[config.mk]
export PLATFORM = sky130hd
export DESIGN_NAME = hw_supervisor_flat
export DESIGN_NICKNAME = d
export VERILOG_FILES = /design/src/rtl/hw_supervisor_pkg.sv /design/src/rtl/hw_supervisor_if.sv /design/src/rtl/hw_supervisor_lsb_encoder.sv /design/src/rtl/hw_supervisor.sv /design/src/flat_wrapper.sv
export SDC_FILE = /design/constraint.sdc
export NUM_CORES = 1
export LEC_CHECK = 0
export CORE_UTILIZATION = 36
export CTS_CLUSTER_SIZE = 24
export DETAILED_ROUTE_END_ITERATION = 12
export PLACE_DENSITY = 0.88
export SLEW_MARGIN = 20
export SYNTH_ARGS = -nofsm -noshare
export SYNTH_HDL_FRONTEND = slang
export SYNTH_SLANG_ARGS = --single-unit
[constraint.sdc]
create_clock -name clk -period 4.1 [get_ports clk]
set_input_delay 0.82 -clock clk [delete_from_list [all_inputs] [get_ports clk]]
set_output_delay 0.82 -clock clk [all_outputs]
set_load 0.01 [all_outputs]
[src/rtl/hw_supervisor_pkg.sv]
// Purpose: shared state/status-code encodings and status_word layout for hw_supervisor.
// Latency: n/a (constants and types only).
// Backpressure: n/a.
package hw_supervisor_pkg;

    typedef enum logic [3:0] {
        ST_IDLE      = 4'd1,
        ST_POWERON   = 4'd2,
        ST_START_DMA = 4'd3,
        ST_START_SPI = 4'd4,
        ST_RUNNING   = 4'd5,
        ST_HALTED    = 4'd6,
        ST_STOPPING  = 4'd7
    } state_t;

    localparam logic [7:0] CODE_OK                = 8'h01;
    localparam logic [7:0] CODE_PS_SHUTDOWN       = 8'h02;
    localparam logic [7:0] CODE_BUF_FILL_TIMEOUT  = 8'h03;
    localparam logic [7:0] CODE_SPI_START_TIMEOUT = 8'h04;
    localparam logic [7:0] CODE_OVER_THRESH       = 8'h05;
    localparam logic [7:0] CODE_SHUTDOWN_SENSE    = 8'h06;
    localparam logic [7:0] CODE_EXT_SHUTDOWN      = 8'h07;
    localparam logic [7:0] CODE_DAC_EMPTY_READ    = 8'h08;
    localparam logic [7:0] CODE_ADC_FULL_WRITE    = 8'h09;
    localparam logic [7:0] CODE_PREMAT_TRIG       = 8'h0A;
    localparam logic [7:0] CODE_PREMAT_DAC_DIV    = 8'h0B;
    localparam logic [7:0] CODE_PREMAT_ADC_DIV    = 8'h0C;
    localparam logic [7:0] CODE_SPI_STOP_TIMEOUT  = 8'h0D;

    // Fault codes occupy a contiguous range whose numeric order is also the
    // reporting priority (lowest code wins).
    localparam int FAULT_CODE_LO = 5;
    localparam int FAULT_CODE_HI = 12;

    localparam int SW_STATE_LSB = 0;
    localparam int SW_CODE_LSB  = 4;
    localparam int SW_BOARD_LSB = 12;

endpackage

[src/rtl/hw_supervisor_if.sv]
// Purpose: bundle of PS/board-facing signals of hw_supervisor; master = supervisor, slave = environment.
// Latency: n/a (wiring only).
// Backpressure: none; all signals are levels except the ps_interrupt pulse.
interface hw_supervisor_if #(
    parameter int N_BOARDS = 8,
    parameter int BOARD_W  = 8,
    parameter int TIMER_W  = 32
);
    logic                sys_en;
    logic [TIMER_W-1:0]  poweron_wait;
    logic [TIMER_W-1:0]  buf_load_wait;
    logic [TIMER_W-1:0]  spi_start_wait;
    logic [TIMER_W-1:0]  spi_stop_wait;
    logic [15:0]         fault_mask;
    logic                dac_buf_full;
    logic                spi_running;
    logic                ext_shutdown;
    logic                shutdown_sense;
    logic [BOARD_W-1:0]  sense_num;
    logic [N_BOARDS-1:0] over_thresh;
    logic [N_BOARDS-1:0] dac_empty_read;
    logic [N_BOARDS-1:0] adc_full_write;
    logic [N_BOARDS-1:0] premat_trig;
    logic [N_BOARDS-1:0] premat_dac_div;
    logic [N_BOARDS-1:0] premat_adc_div;
    logic                sys_rst;
    logic                dma_en;
    logic                spi_en;
    logic                trig_en;
    logic                shutdown_force;
    logic                n_shutdown_rst;
    logic [31:0]         status_word;
    logic [15:0]         fault_bitmap;
    logic                ps_interrupt;

    modport master (
        input  sys_en, poweron_wait, buf_load_wait, spi_start_wait, spi_stop_wait,
               fault_mask, dac_buf_full, spi_running, ext_shutdown, shutdown_sense,
               sense_num, over_thresh, dac_empty_read, adc_full_write, premat_trig,
               premat_dac_div, premat_adc_div,
        output sys_rst, dma_en, spi_en, trig_en, shutdown_force, n_shutdown_rst,
               status_word, fault_bitmap, ps_interrupt
    );

    modport slave (
        output sys_en, poweron_wait, buf_load_wait, spi_start_wait, spi_stop_wait,
               fault_mask, dac_buf_full, spi_running, ext_shutdown, shutdown_sense,
               sense_num, over_thresh, dac_empty_read, adc_full_write, premat_trig,
               premat_dac_div, premat_adc_div,
        input  sys_rst, dma_en, spi_en, trig_en, shutdown_force, n_shutdown_rst,
               status_word, fault_bitmap, ps_interrupt
    );
endinterface

[src/rtl/hw_supervisor_lsb_encoder.sv]
// Purpose: reports whether any bit of vec is set and the index of the lowest set bit.
// Latency: combinational.
// Backpressure: none.
// Ports: vec (WIDTH) in; vld out; idx (IDX_W) out, 0 when vld is low.
module lsb_encoder #(
    parameter int WIDTH = 8,
    parameter int IDX_W = (WIDTH > 1) ? $clog2(WIDTH) : 1
) (
    input  logic [WIDTH-1:0] vec,
    output logic             vld,
    output logic [IDX_W-1:0] idx
);
    always_comb begin
        vld = |vec;
        idx = '0;
        // Scan downwards so the lowest set bit is the last one written.
        for (int i = WIDTH - 1; i >= 0; i--) begin
            if (vec[i]) idx = IDX_W'(i);
        end
    end
endmodule

[src/rtl/hw_supervisor.sv]
// Purpose: sequences board power-on/DMA/SPI start, monitors faults, halts and reports first cause + board.
// Latency: 1 cycle from input to registered outputs; ps_interrupt is a registered single-cycle pulse.
// Backpressure: none; inputs are levels sampled every cycle. Ports: clk, rst (sync, active-high), bus (hw_supervisor_if.master).
// Build option: HW_SUPERVISOR_FAULT_LOG_EN enables the fault_bitmap snapshot register; otherwise fault_bitmap is 0.
module hw_supervisor
    import hw_supervisor_pkg::*;
#(
    parameter int N_BOARDS = 8,
    parameter int BOARD_W  = 8,
    parameter int TIMER_W  = 32
) (
    input  logic           clk,
    input  logic           rst,
    hw_supervisor_if.master bus
);
    state_t             state_q, state_d;
    logic [TIMER_W-1:0] timer_q, timer_d, wait_sel;
    logic [7:0]         code_q, code_d;
    logic [BOARD_W-1:0] board_q, board_d;
    logic sys_rst_q, sys_rst_d, force_q, force_d, nsr_q, nsr_d;
    logic dma_q, dma_d, spi_q, spi_d, trig_q, trig_d;
    logic irq_q, irq_d, pend_q, pend_d;
    logic timeout, halt, enter_irq;
    logic [7:0]         halt_code;
    logic [BOARD_W-1:0] halt_board;

    // Per-board fault buses: one lowest-index encoder each.
    logic               ot_vld, der_vld, afw_vld, pt_vld, pdd_vld, pad_vld;
    logic [BOARD_W-1:0] ot_idx, der_idx, afw_idx, pt_idx, pdd_idx, pad_idx;

    lsb_encoder #(.WIDTH(N_BOARDS), .IDX_W(BOARD_W)) u_enc_ot  (.vec(bus.over_thresh),    .vld(ot_vld),  .idx(ot_idx));
    lsb_encoder #(.WIDTH(N_BOARDS), .IDX_W(BOARD_W)) u_enc_der (.vec(bus.dac_empty_read), .vld(der_vld), .idx(der_idx));
    lsb_encoder #(.WIDTH(N_BOARDS), .IDX_W(BOARD_W)) u_enc_afw (.vec(bus.adc_full_write), .vld(afw_vld), .idx(afw_idx));
    lsb_encoder #(.WIDTH(N_BOARDS), .IDX_W(BOARD_W)) u_enc_pt  (.vec(bus.premat_trig),    .vld(pt_vld),  .idx(pt_idx));
    lsb_encoder #(.WIDTH(N_BOARDS), .IDX_W(BOARD_W)) u_enc_pdd (.vec(bus.premat_dac_div), .vld(pdd_vld), .idx(pdd_idx));
    lsb_encoder #(.WIDTH(N_BOARDS), .IDX_W(BOARD_W)) u_enc_pad (.vec(bus.premat_adc_div), .vld(pad_vld), .idx(pad_idx));

    // fault_act bit k = unmasked source with status code k active this cycle.
    logic [15:0]        fault_act;
    logic               fault_any;
    logic [7:0]         fault_code;
    logic [BOARD_W-1:0] fault_board;

    always_comb begin
        fault_act     = '0;
        fault_act[5]  = ot_vld;
        fault_act[6]  = bus.shutdown_sense;
        fault_act[7]  = bus.ext_shutdown;
        fault_act[8]  = der_vld;
        fault_act[9]  = afw_vld;
        fault_act[10] = pt_vld;
        fault_act[11] = pdd_vld;
        fault_act[12] = pad_vld;
        fault_act     = fault_act & ~bus.fault_mask;
        fault_any     = |fault_act;
        fault_code    = CODE_OK;
        for (int k = FAULT_CODE_HI; k >= FAULT_CODE_LO; k--) begin
            if (fault_act[k]) fault_code = 8'(k);
        end
        case (fault_code)
            CODE_OVER_THRESH:    fault_board = ot_idx;
            CODE_SHUTDOWN_SENSE: fault_board = bus.sense_num;
            CODE_DAC_EMPTY_READ: fault_board = der_idx;
            CODE_ADC_FULL_WRITE: fault_board = afw_idx;
            CODE_PREMAT_TRIG:    fault_board = pt_idx;
            CODE_PREMAT_DAC_DIV: fault_board = pdd_idx;
            CODE_PREMAT_ADC_DIV: fault_board = pad_idx;
            default:             fault_board = '0;
        endcase
    end

    // Timeouts are read live every cycle so software may retune them at any time.
    always_comb begin
        case (state_q)
            ST_POWERON:   wait_sel = bus.poweron_wait;
            ST_START_DMA: wait_sel = bus.buf_load_wait;
            ST_START_SPI: wait_sel = bus.spi_start_wait;
            ST_STOPPING:  wait_sel = bus.spi_stop_wait;
            default:      wait_sel = '0;
        endcase
        // >= rather than == so a wait lowered below the running count still fires.
        timeout = (timer_q >= wait_sel);
    end

    always_comb begin
        state_d    = state_q;
        code_d     = code_q;
        board_d    = board_q;
        sys_rst_d  = sys_rst_q;
        force_d    = force_q;
        nsr_d      = nsr_q;
        dma_d      = dma_q;
        spi_d      = spi_q;
        trig_d     = trig_q;
        halt       = 1'b0;
        halt_code  = CODE_OK;
        halt_board = '0;

        case (state_q)
            ST_IDLE: if (bus.sys_en) begin
                state_d   = ST_POWERON;
                sys_rst_d = 1'b0;
                force_d   = 1'b0;
                nsr_d     = 1'b0;
            end
            ST_POWERON: begin
                if (!bus.sys_en) begin
                    halt = 1'b1; halt_code = CODE_PS_SHUTDOWN;
                end else if (timeout) begin
                    state_d = ST_START_DMA;
                    nsr_d   = 1'b1;
                    dma_d   = 1'b1;
                end
            end
            ST_START_DMA: begin
                if (!bus.sys_en) begin
                    halt = 1'b1; halt_code = CODE_PS_SHUTDOWN;
                end else if (bus.dac_buf_full) begin
                    state_d = ST_START_SPI;
                    spi_d   = 1'b1;
                end else if (timeout) begin
                    halt = 1'b1; halt_code = CODE_BUF_FILL_TIMEOUT;
                end
            end
            ST_START_SPI: begin
                if (!bus.sys_en) begin
                    halt = 1'b1; halt_code = CODE_PS_SHUTDOWN;
                end else if (bus.spi_running) begin
                    state_d = ST_RUNNING;
                    trig_d  = 1'b1;
                end else if (timeout) begin
                    halt = 1'b1; halt_code = CODE_SPI_START_TIMEOUT;
                end
            end
            ST_RUNNING: begin
                if (fault_any) begin
                    halt = 1'b1; halt_code = fault_code; halt_board = fault_board;
                end else if (!bus.sys_en) begin
                    state_d = ST_STOPPING;
                    trig_d  = 1'b0;
                    spi_d   = 1'b0;
                end
            end
            ST_STOPPING: begin
                if (fault_any) begin
                    halt = 1'b1; halt_code = fault_code; halt_board = fault_board;
                end else if (!bus.spi_running) begin
                    halt = 1'b1; halt_code = CODE_PS_SHUTDOWN;
                end else if (timeout) begin
                    halt = 1'b1; halt_code = CODE_SPI_STOP_TIMEOUT;
                end
            end
            ST_HALTED: if (!bus.sys_en) begin
                state_d = ST_IDLE;
                code_d  = CODE_OK;
                board_d = '0;
            end
            default: state_d = ST_IDLE;
        endcase

        if (halt) begin
            state_d   = ST_HALTED;
            sys_rst_d = 1'b1;
            force_d   = 1'b1;
            dma_d     = 1'b0;
            spi_d     = 1'b0;
            trig_d    = 1'b0;
            code_d    = halt_code;
            board_d   = halt_board;
        end

        timer_d = (state_d != state_q) ? '0 :
                  (timer_q < wait_sel) ? timer_q + 1'b1 : timer_q;

        // A halt right on the first RUNNING cycle would make two back-to-back
        // pulses; the second is deferred one cycle so the PS sees both edges.
        enter_irq = (state_d != state_q) && (state_d == ST_RUNNING || state_d == ST_HALTED);
        irq_d     = (enter_irq || pend_q) && !irq_q;
        pend_d    = (enter_irq || pend_q) && irq_q;
    end

    always_ff @(posedge clk) begin
        if (rst) begin
            state_q   <= ST_IDLE;
            timer_q   <= '0;
            code_q    <= CODE_OK;
            board_q   <= '0;
            sys_rst_q <= 1'b1;
            force_q   <= 1'b1;
            nsr_q     <= 1'b1;
            dma_q     <= 1'b0;
            spi_q     <= 1'b0;
            trig_q    <= 1'b0;
            irq_q     <= 1'b0;
            pend_q    <= 1'b0;
        end else begin
            state_q   <= state_d;
            timer_q   <= timer_d;
            code_q    <= code_d;
            board_q   <= board_d;
            sys_rst_q <= sys_rst_d;
            force_q   <= force_d;
            nsr_q     <= nsr_d;
            dma_q     <= dma_d;
            spi_q     <= spi_d;
            trig_q    <= trig_d;
            irq_q     <= irq_d;
            pend_q    <= pend_d;
        end
    end

`ifdef HW_SUPERVISOR_FAULT_LOG_EN
    // Fault halts snapshot every active unmasked source; other halts (PS
    // shutdown, timeouts) record just their own code bit.
    logic [15:0] bitmap_q;
    logic        halt_is_fault;
    assign halt_is_fault = (halt_code >= 8'(FAULT_CODE_LO)) && (halt_code <= 8'(FAULT_CODE_HI));

    always_ff @(posedge clk) begin
        if (rst) begin
            bitmap_q <= '0;
        end else if (halt) begin
            bitmap_q <= halt_is_fault ? fault_act : (16'd1 << halt_code[3:0]);
        end else if (state_q == ST_HALTED && !bus.sys_en) begin
            bitmap_q <= '0;
        end
    end
    assign bus.fault_bitmap = bitmap_q;
`else
    assign bus.fault_bitmap = '0;
`endif

    always_comb begin
        bus.status_word = '0;
        bus.status_word[SW_STATE_LSB +: 4]       = state_q;
        bus.status_word[SW_CODE_LSB +: 8]        = code_q;
        bus.status_word[SW_BOARD_LSB +: BOARD_W] = board_q;
    end

    assign bus.sys_rst        = sys_rst_q;
    assign bus.shutdown_force = force_q;
    assign bus.n_shutdown_rst = nsr_q;
    assign bus.dma_en         = dma_q;
    assign bus.spi_en         = spi_q;
    assign bus.trig_en        = trig_q;
    assign bus.ps_interrupt   = irq_q;

endmodule

[src/flat_wrapper.sv]
// flat-port wrapper written by rule: the top's interface ports become plain ports
module hw_supervisor_flat import hw_supervisor_pkg::*;
#(
    parameter int N_BOARDS = 8,
    parameter int BOARD_W  = 8,
    parameter int TIMER_W  = 32
)
  (clk, rst, bus_sys_en, bus_poweron_wait, bus_buf_load_wait, bus_spi_start_wait, bus_spi_stop_wait, bus_fault_mask, bus_dac_buf_full, bus_spi_running, bus_ext_shutdown, bus_shutdown_sense, bus_sense_num, bus_over_thresh, bus_dac_empty_read, bus_adc_full_write, bus_premat_trig, bus_premat_dac_div, bus_premat_adc_div, bus_sys_rst, bus_dma_en, bus_spi_en, bus_trig_en, bus_shutdown_force, bus_n_shutdown_rst, bus_status_word, bus_fault_bitmap, bus_ps_interrupt);
  hw_supervisor_if #(.N_BOARDS(N_BOARDS), .BOARD_W(BOARD_W), .TIMER_W(TIMER_W)) bus_i ();
  input  logic clk;
  input  logic rst;
  input wire logic [$bits(bus_i.sys_en)-1:0] bus_sys_en;
  input wire logic [$bits(bus_i.poweron_wait)-1:0] bus_poweron_wait;
  input wire logic [$bits(bus_i.buf_load_wait)-1:0] bus_buf_load_wait;
  input wire logic [$bits(bus_i.spi_start_wait)-1:0] bus_spi_start_wait;
  input wire logic [$bits(bus_i.spi_stop_wait)-1:0] bus_spi_stop_wait;
  input wire logic [$bits(bus_i.fault_mask)-1:0] bus_fault_mask;
  input wire logic [$bits(bus_i.dac_buf_full)-1:0] bus_dac_buf_full;
  input wire logic [$bits(bus_i.spi_running)-1:0] bus_spi_running;
  input wire logic [$bits(bus_i.ext_shutdown)-1:0] bus_ext_shutdown;
  input wire logic [$bits(bus_i.shutdown_sense)-1:0] bus_shutdown_sense;
  input wire logic [$bits(bus_i.sense_num)-1:0] bus_sense_num;
  input wire logic [$bits(bus_i.over_thresh)-1:0] bus_over_thresh;
  input wire logic [$bits(bus_i.dac_empty_read)-1:0] bus_dac_empty_read;
  input wire logic [$bits(bus_i.adc_full_write)-1:0] bus_adc_full_write;
  input wire logic [$bits(bus_i.premat_trig)-1:0] bus_premat_trig;
  input wire logic [$bits(bus_i.premat_dac_div)-1:0] bus_premat_dac_div;
  input wire logic [$bits(bus_i.premat_adc_div)-1:0] bus_premat_adc_div;
  output wire logic [$bits(bus_i.sys_rst)-1:0] bus_sys_rst;
  output wire logic [$bits(bus_i.dma_en)-1:0] bus_dma_en;
  output wire logic [$bits(bus_i.spi_en)-1:0] bus_spi_en;
  output wire logic [$bits(bus_i.trig_en)-1:0] bus_trig_en;
  output wire logic [$bits(bus_i.shutdown_force)-1:0] bus_shutdown_force;
  output wire logic [$bits(bus_i.n_shutdown_rst)-1:0] bus_n_shutdown_rst;
  output wire logic [$bits(bus_i.status_word)-1:0] bus_status_word;
  output wire logic [$bits(bus_i.fault_bitmap)-1:0] bus_fault_bitmap;
  output wire logic [$bits(bus_i.ps_interrupt)-1:0] bus_ps_interrupt;
  assign bus_i.sys_en = bus_sys_en;
  assign bus_i.poweron_wait = bus_poweron_wait;
  assign bus_i.buf_load_wait = bus_buf_load_wait;
  assign bus_i.spi_start_wait = bus_spi_start_wait;
  assign bus_i.spi_stop_wait = bus_spi_stop_wait;
  assign bus_i.fault_mask = bus_fault_mask;
  assign bus_i.dac_buf_full = bus_dac_buf_full;
  assign bus_i.spi_running = bus_spi_running;
  assign bus_i.ext_shutdown = bus_ext_shutdown;
  assign bus_i.shutdown_sense = bus_shutdown_sense;
  assign bus_i.sense_num = bus_sense_num;
  assign bus_i.over_thresh = bus_over_thresh;
  assign bus_i.dac_empty_read = bus_dac_empty_read;
  assign bus_i.adc_full_write = bus_adc_full_write;
  assign bus_i.premat_trig = bus_premat_trig;
  assign bus_i.premat_dac_div = bus_premat_dac_div;
  assign bus_i.premat_adc_div = bus_premat_adc_div;
  assign bus_sys_rst = bus_i.sys_rst;
  assign bus_dma_en = bus_i.dma_en;
  assign bus_spi_en = bus_i.spi_en;
  assign bus_trig_en = bus_i.trig_en;
  assign bus_shutdown_force = bus_i.shutdown_force;
  assign bus_n_shutdown_rst = bus_i.n_shutdown_rst;
  assign bus_status_word = bus_i.status_word;
  assign bus_fault_bitmap = bus_i.fault_bitmap;
  assign bus_ps_interrupt = bus_i.ps_interrupt;
  hw_supervisor #(.N_BOARDS(N_BOARDS), .BOARD_W(BOARD_W), .TIMER_W(TIMER_W)) u_core (.clk(clk), .rst(rst), .bus(bus_i));
endmodule
==> summary by stage, run 1 <==
Outcome
The run finished with clean final reports.

Clock network
After clock tree synthesis, the clock-pin slew on the worst setup and hold paths is roughly 0.060 ns. TritonCTS built the clock tree. The later-pin clock latency in the skew report is 0.30 ns. Counting the buffers created by CTS gives 5. CTS built an H-tree with a depth of 2. The total of hold buffers inserted after clock tree synthesis is 0. The cell chosen for the clock root is clkbuf_16. The maximum clock insertion buffer count is 2. The clock sink total is 55.

Layout
The antenna diode count is 0. Of the cells placed in the final design, the portion with a size suffix greater than 1 is 0.162. The top cell types in the final layout, fill and taps aside, are 205 x clkdlybuf4s50_1, 83 x nor2_1, 68 x buf_4, 53 x dfxtp_1, 40 x nand2_1. Summing all multi-input logic gate instances after layout gives between 0.003 and 0.004 mm2. After the last flow step, the layout net total stands at 1160. The area taken by flip-flops and latches is around 0.0011 mm2.

Leaving out fill and tap cells, the most frequent cell in the layout is clkdlybuf4s50_1. The growth of design area from synthesis to finish is 69.3%. Fill cells in the final layout number 1092. For this run, the share of the core covered by cells in the final layout is 0.626.

Routing
The antenna violation net count after detailed routing is 0. The final wirelength is around 17000 um. The average wire per standard cell is ~16 um. The number of optimization iterations in the first detailed-route pass is 5. The via count normalized by instance count is 5.39. The total vias in the final route is slightly below 6k.

The initial DRC count is around 280. After detailed routing, the number of remaining DRC violations is 0.

Die
After floorplanning, the core was divided into 42 placement rows. The number of placed I/O pins is ~260. The initial utilization of the core area, before any placement, comes to 0.370.

The standard cell core area is roughly 0.013 mm2. The floorplan die area is ~0.014 mm2. In this run the horizontal extent of the chip is about 120 um.

From bottom edge to top edge, the die measures 119 um.

Placed design
Port buffering added between 200 and 250 buffers. The HPWL after detailed placement is 13100 um. Before CTS, the worst setup slack after placement is -0.409 ns. The congestion estimate from routability-driven global placement came to 0.925.

Synthesis
The number of enable-type register cells in the synthesized netlist is 0. The number of flip-flops and latches in the synthesized netlist is 55. The post-synth design cell area is ~0.005 mm2. Counting distinct cell types in the post-synthesis netlist gives between 60 and 70.

Yosys attributes the largest share of cell area to dfxtp_1 22%, ha_1 8.4%, nor2_1 6.5%. The share of synthesized registers carrying an async set or reset is 0. During synthesis, Yosys emitted a total of 0 warnings. The post-synthesis sequential area ratio is 0.225. Of the post-synthesis cell area, the dominant cell type holds 0.225.

In this run the mean area of a mapped cell was 7.62 um2. Summed over all instances, the cell type with the most area after synthesis is dfxtp_1. The cell count after synthesis came out at about 640. The most used flip-flop cell after synthesis is dfxtp_1.

Pwr
The largest voltage drop on the vdd net is between 0.2 and 0.3 mV. For this design the ratio of total power to cell area is between 300 and 400 mW/mm2. Summing internal, switching and leakage power gives 2.61 mW. Summed over all cells, the static leakage comes to 3.39 nW.

Setup path
The maximum fanout count along the critical path is 5. Data on the critical path is required at its endpoint by 4.25 ns. The gate family responsible for the most delay along the worst path is compound AO/OA/AOI/OAI gates.

The critical setup path kind is in2reg. Walking the worst path, the cells encountered are clkdlybuf4s50_1 -> a22o_1 -> a221oi_2 -> ha_1 -> nand4_1 -> nor3_2 -> a21boi_2 -> o41a_1 -> o32a_4 -> or3_4 -> buf_6 -> a21o_1 -> a21oi_2 -> nor3_1. For the worst setup path, the data arrival time is 4.18 ns. STA classifies the critical path endpoint as a flip-flop. The kind of start point of the critical path is an input port. The biggest cell delay along the critical path is about 0.46 ns. The slowest stage of the critical path is the o41a_1 cell. The sum of buffers and inverters on the critical path is 2.

Timing
The highest attainable clock frequency is between 200 and 250 MHz. The count of final hold-check violations was 0. The final worst clock skew is approximately 0.011 ns. The final cycle utilization of the critical path is 0.981. The sum of negative setup slack is 0 ns.

The post-route worst hold slack is ~0.44 ns. The number of setup violations in the final report is 0. Once routing completed, OpenROAD measured the worst setup slack at between 0.07 and 0.08 ns.

The worst path in the final design needs a cycle of 4.02 ns, including I/O delays and setup. The relative slew slack is 0.530. The max-slew violation count is 0. The transition at the pin with the smallest max-transition slack is 0.702 ns.

Global routing
Entering global routing, the biggest net connects 33 pins. The total congestion overflow after global routing is 0. Across every metal layer, demand over resource in global routing totals 0.230. The number of antenna violations at the first check in global routing is 0. The first-pass GRT wire length is 26700 um. The number of global-route vias before repair is about 5.7k.

Hold path
The type of the worst min-delay path is reg2reg.

Run
The tool flagged a number of max-cap violations equal to 0.
registers in the layout, indices dropped and copies added (netlist names):
| register | count |
|---|---|
| u_core.state_q | 4 |
| u_core.bus.sys_rst | 1 |
| u_core.timer_q | 32 |
| u_core.bus.spi_en | 1 |
| u_core.bus.ps_interrupt | 1 |
| u_core.bus.trig_en | 1 |
| u_core.board_q | 8 |
| u_core.bus.n_shutdown_rst | 1 |
| u_core.code_q | 4 |
| u_core.bus.dma_en | 1 |
| u_core.pend_q | 1 |
layer usage:
metal / share of wire / vias to the layer above / GRT usage
met1: 0.40 / 2739 / 0.267
met2: 0.52 / 239 / 0.424
met3: 0.066 / 25 / 0.0468
met4: 0.013 / 0 / 0.0617
met5: 0 / - / 0
li1: - / 2914 / -
stage by stage:
stage | area, um2 | instances
2_1_floorplan | 5020 | 675
3_3_place_gp | 7580 | 1063
3_5_place_dp | 7580 | 1063
4_1_cts | 7820 | 1073
5_1_grt | 8290 | 1097
6_report | 8290 | 1097
timing repair:
action,CTS,global route
pin swaps,2,44
buffers inserted,2,25
resized for setup,13,63
endpoints found under the setup margin,45,52
kinds of logic (layout without fill, tap and decap cells):
kind of cell    count (synthesis)  after routing  synth area share
fa+ha+maj                      33             33            0.0843
flops                          55             55             0.225
other cells                     1             33          0.000766
buf+inv                        81            327            0.0884
xor+xnor                       33             33            0.0590
compound gates                184            184             0.280
simple gates                  256            256             0.263
final cells by class:
type	count	share of cell area
Clock buffer	6	0.0167
Tap cell	176	0.0266
Clock inverter	2	0.00196
Sequential cell	55	0.133
Multi-Input combinational cell	539	0.458
Timing Repair Buffer	301	0.356
Inverter	18	0.00815
power by group:
part | switching, mW | internal (mW)
clock network | 0.205 | 0.245
registers | 0.0293 | 0.569
logic | 0.763 | 0.804
cell usage after synthesis, drive strengths merged (5+ instances only):
cell    number
inv         18
a221oi      33
nand4       17
a22oi        6
nand2       42
ha          33
and4         5
a21o         9
nor3        25
a21oi       40
buf         38
o21ai       17
xnor2       10
a31oi        5
o21bai       9
nand2b       6
xor2        23
nor2b        7
nor4        18
nand3       25
nor2        85
dfxtp       55
and3         9
clkbuf      25
a22o        31
path summary, 6_finish.rpt:
path / endpoint / slack [ns] / from / cells after the start
worst min-delay path: u_core.bus.ps_interrupt / 0.44 / u_core.bus.ps_interrupt / 1
worst max-delay path: u_core.bus.ps_interrupt / 0.08 / bus_spi_stop_wait[5] / 14
worst max register to register: u_core.bus.ps_interrupt / 0.15 / u_core.state_q[2] / 17
worst min register to register: u_core.bus.ps_interrupt / 0.44 / u_core.bus.ps_interrupt / 1
Note: power is estimated with default switching activity, not from simulation.
==> run 2, diff against run 1 <==
--- a/config.mk
+++ b/config.mk
@@ -6,9 +6,9 @@
 export NUM_CORES = 1
 export LEC_CHECK = 0
 export CORE_UTILIZATION = 36
-export CTS_CLUSTER_SIZE = 24
 export DETAILED_ROUTE_END_ITERATION = 12
 export PLACE_DENSITY = 0.88
+export SETUP_SLACK_MARGIN = 0.3
 export SLEW_MARGIN = 20
 export SYNTH_ARGS = -nofsm -noshare
 export SYNTH_HDL_FRONTEND = slang
==> run 2 against run 1 <==
  * The flow now finishes with violations (setup timing)
  * Sequential cell count is the same
  * Final area is 6.1% higher
  * Global-route usage increased by 4.5 points
  * Critical path type unchanged
==> summary by stage, run 2 (synthesis gave the netlist of run 1 again) <==
Hold path
The launch point of the worst hold path is u_core.bus.ps_interrupt. The worst hold path terminates at u_core.bus.ps_interrupt. The min-delay analysis places its worst path in the category reg2reg. The number of instances on the worst hold path is 1.

Placed design
The minimum setup slack after placement is -0.453 ns. The number of I/O port buffers is 221. The wire-length estimate of the detail-placed layout is 13500 um. At the end of routability-driven placement, the weighted congestion stood at between 0.9 and 1.

Run
Max-cap violations in this run came to 0.

Setup path
For the worst setup path, the data required time is approximately 4.3 ns. Walking the worst path, the cells encountered are clkdlybuf4s50_1 -> a22o_1 -> a221oi_1 -> ha_1 -> nand4_1 -> nor2_1 -> a221oi_2 -> buf_4 -> nand2_1 -> o32a_1 -> buf_6 -> nor4_4 -> o32ai_2 -> or2_4 -> buf_12 -> clkbuf_16 -> nor2_1. STA classifies the critical path startpoint as an input port. The sort of element at the end of the critical path is a flip-flop. The maximum fanout count along the critical path is 8. Among the stages of the critical path, the cell type that occurs most often is nor2_1.

The biggest cell delay along the critical path is around 0.45 ns. The critical path in this run is classified as in2reg. The data arrival time of the critical path is 4.60 ns. The critical path's slowest cell is a221oi_1. The launch instance of the worst register-to-register path is u_core.state_q[3]. The length in cells of the worst reg-to-reg path is 20. The worst register-to-register path ends at u_core.timer_q[20].

The worst register-to-register path has a setup slack of -0.19 ns.

Timing
The relative slew slack is 0.560. The count of final hold-check violations came to 0. The highest attainable clock frequency is around 230 MHz. For the pin with the worst max-slew slack, the measured transition is around 0.66 ns. The number of setup violations in the final report is 47. The sum of negative setup slack is -8.09 ns. The max-slew violation count is 0.

The clock period minus worst slack is 4.35 ns. In the post-route analysis, the smallest setup slack over all paths is -0.254 ns. The final worst clock skew is around 0.015 ns. Setup repair after global routing could not meet its margin everywhere. The final cycle utilization of the critical path is 1.06.

Routing
The average wire per standard cell is 19.0 um. The via count normalized by instance count is 5.78. The initial DRC count is around 360.

The pre-antenna-repair detailed-routing pass consisted of 8 iterations. The final wirelength is about 21000 um. In the routed design, unresolved DRC markers number 0.

The total vias in the final route is 6400. The antenna violation net count after detailed routing is 0.

Clock network
The clock sink total is 55. The CTS buffer count is 5. The number of H-tree levels is 2. The maximum clock insertion buffer count is 2.

The post-CTS clock slew at the launch and capture registers of the worst setup and hold paths is 0.08 ns. The cell chosen for the clock root is clkbuf_16. TritonCTS built the clock tree. For the worst-skew pair, the clock arrives at the later sink with an insertion delay of about 0.31 ns.

Layout
The number of nets at the end of the flow is around 1.2k. The most flop-heavy register is u_core.timer_q. The flip-flop count of the largest register after layout is 32. Compared with the post-synthesis result, the final layout area differs by 79.7%.

Fill cells in the final layout number about 1.0k. In the final layout, the registers with the most flip-flops are u_core.timer_q: 32 flops, u_core.board_q: 8 flops. The library cells used most frequently in the layout, excluding fill and tap cells, are 189 x clkdlybuf4s50_1, 71 x nor2_1, 61 x buf_4, 51 x dfxtp_1, 40 x nand2_1.

The library cell used most frequently in the layout, excluding fill and tap cells, is clkdlybuf4s50_1. The share of final-layout standard cells stronger than drive strength 1 is 0.216. The repair_antennas step left the layout with diodes totalling 0.

Pwr
Power comes to roughly 3.0 mW. For this design the static power due to leakage is 3.46 nW. The ratio of total power to cell area is about 340 mW/mm2.

IR analysis of the VDD net gives a maximum drop of 0.260 mV.

Global routing
The aggregate global-route resource usage is 0.275. The number of global-route vias before repair was 6041. For this run the aggregate overflow at the end of global routing stands at 0.

The number of antenna violations at the first check in global routing came to 0. Entering global routing, the biggest net connects 33 pins. The first global-routing pass estimated between 30000 and 40000 um of wire.

Die
The width of the die is about 120 um. The die covers roughly 0.014 mm2. The core region is 0.0132 mm2.

The initial utilization of the core area, before any placement, comes to 0.370. The floorplan step set the die height to 119 um. The number of placed I/O pins is roughly 260.

The standard-cell row count is 42.

Outcome
The final reports fail on setup timing. The flow ran to the end, but the final reports show violations.
==> run 2: cell count changes in the layout (fill, tap and decap cells not counted), moves of 5 or more <==
cell and delta:
nor2_4 +6, dlymetal6s2s_1 -15, buf_4 -7, clkdlybuf4s50_1 -16, ha_1 -6, a22oi_1 -5
dlygate4sd2_1 +30, ha_4 +6, nor2_1 -12, buf_6 +8, a22oi_2 +5, nor2_2 +6
==> run 2: per-stage QoR <==
step                hold slack, ns  instances  cell area (um2)   util
floorplan                    0.473        675             5090      -
global placement             0.432       1055             7540  0.569
detailed placement           0.433       1055             7540  0.569
CTS                          0.447       1096             8530  0.644
global route                 0.474       1108             8800  0.664
finish                       0.447       1108             8800  0.664
==> run 2: area by class of cell <==
cell class / count / area, um2 / area share
inverters: 18 / 67.6 / 0.00768
repair buffers: 312 / 3140 / 0.357
multi-input cells: 539 / 4110 / 0.467
flip-flops and latches: 55 / 1110 / 0.127
clock inverters: 2 / 16.3 / 0.00185
clock buffers: 6 / 139 / 0.0158
well taps: 176 / 220 / 0.0250
==> run 2: where the power goes <==
| group | leakage, nW | internal, mW | total (mW) | switching, mW |
|---|---|---|---|---|
| Combinational | 2.94 | 1.00 | 1.93 | 0.924 |
| Sequential | 0.446 | 0.572 | 0.608 | 0.0364 |
| Clock | 0.0731 | 0.245 | 0.456 | 0.212 |
| Total | 3.46 | 1.82 | 2.99 | 1.17 |
==> run 2: what timing repair did <==
action                                  in CTS  in global routing
pin swaps                                   41                 26
hold buffers                                 0                  0
endpoints found under the setup margin      53                 52
gates cloned                                 4                  1
resized for setup                          128                 36
buffers inserted                            29                 11
==> run 2: worst max-delay path by stage <==
stage | slack (ns) | end | startpoint | cells after the start
finish | -0.25 | u_core.timer_q[20] | bus_spi_stop_wait[26] | 17
global route | -0.39 | u_core.timer_q[29] | bus_spi_stop_wait[26] | 17
CTS | 0.14 | u_core.timer_q[4] | u_core.state_q[1] | 19
detailed placement | -0.45 | u_core.timer_q[17] | bus_buf_load_wait[7] | 16
global placement | -0.47 | u_core.timer_q[10] | bus_buf_load_wait[7] | 16
floorplan | 0.31 | u_core.board_q[0] | u_core.state_q[3] | 17
==> run 2: critical path, delay by kind of cell <==
| family | cells | cell delay, ns |
|---|---|---|
| buf+inv | 5 | 1.05 |
| compound gates | 5 | 1.46 |
| fa+ha+maj | 1 | 0.35 |
| simple gates | 6 | 0.91 |
==> run 2: routing by layer <==
layer / global-route usage / share of wire / up-vias / wire (um)
met2: 0.501 / 0.50 / 391 / 10600
li1: - / - / 2944 / -
met3: 0.0816 / 0.097 / 78 / 2040
met5: 0 / 0 / - / 0
met4: 0.116 / 0.042 / 0 / 879
met1: 0.292 / 0.36 / 2987 / 7520
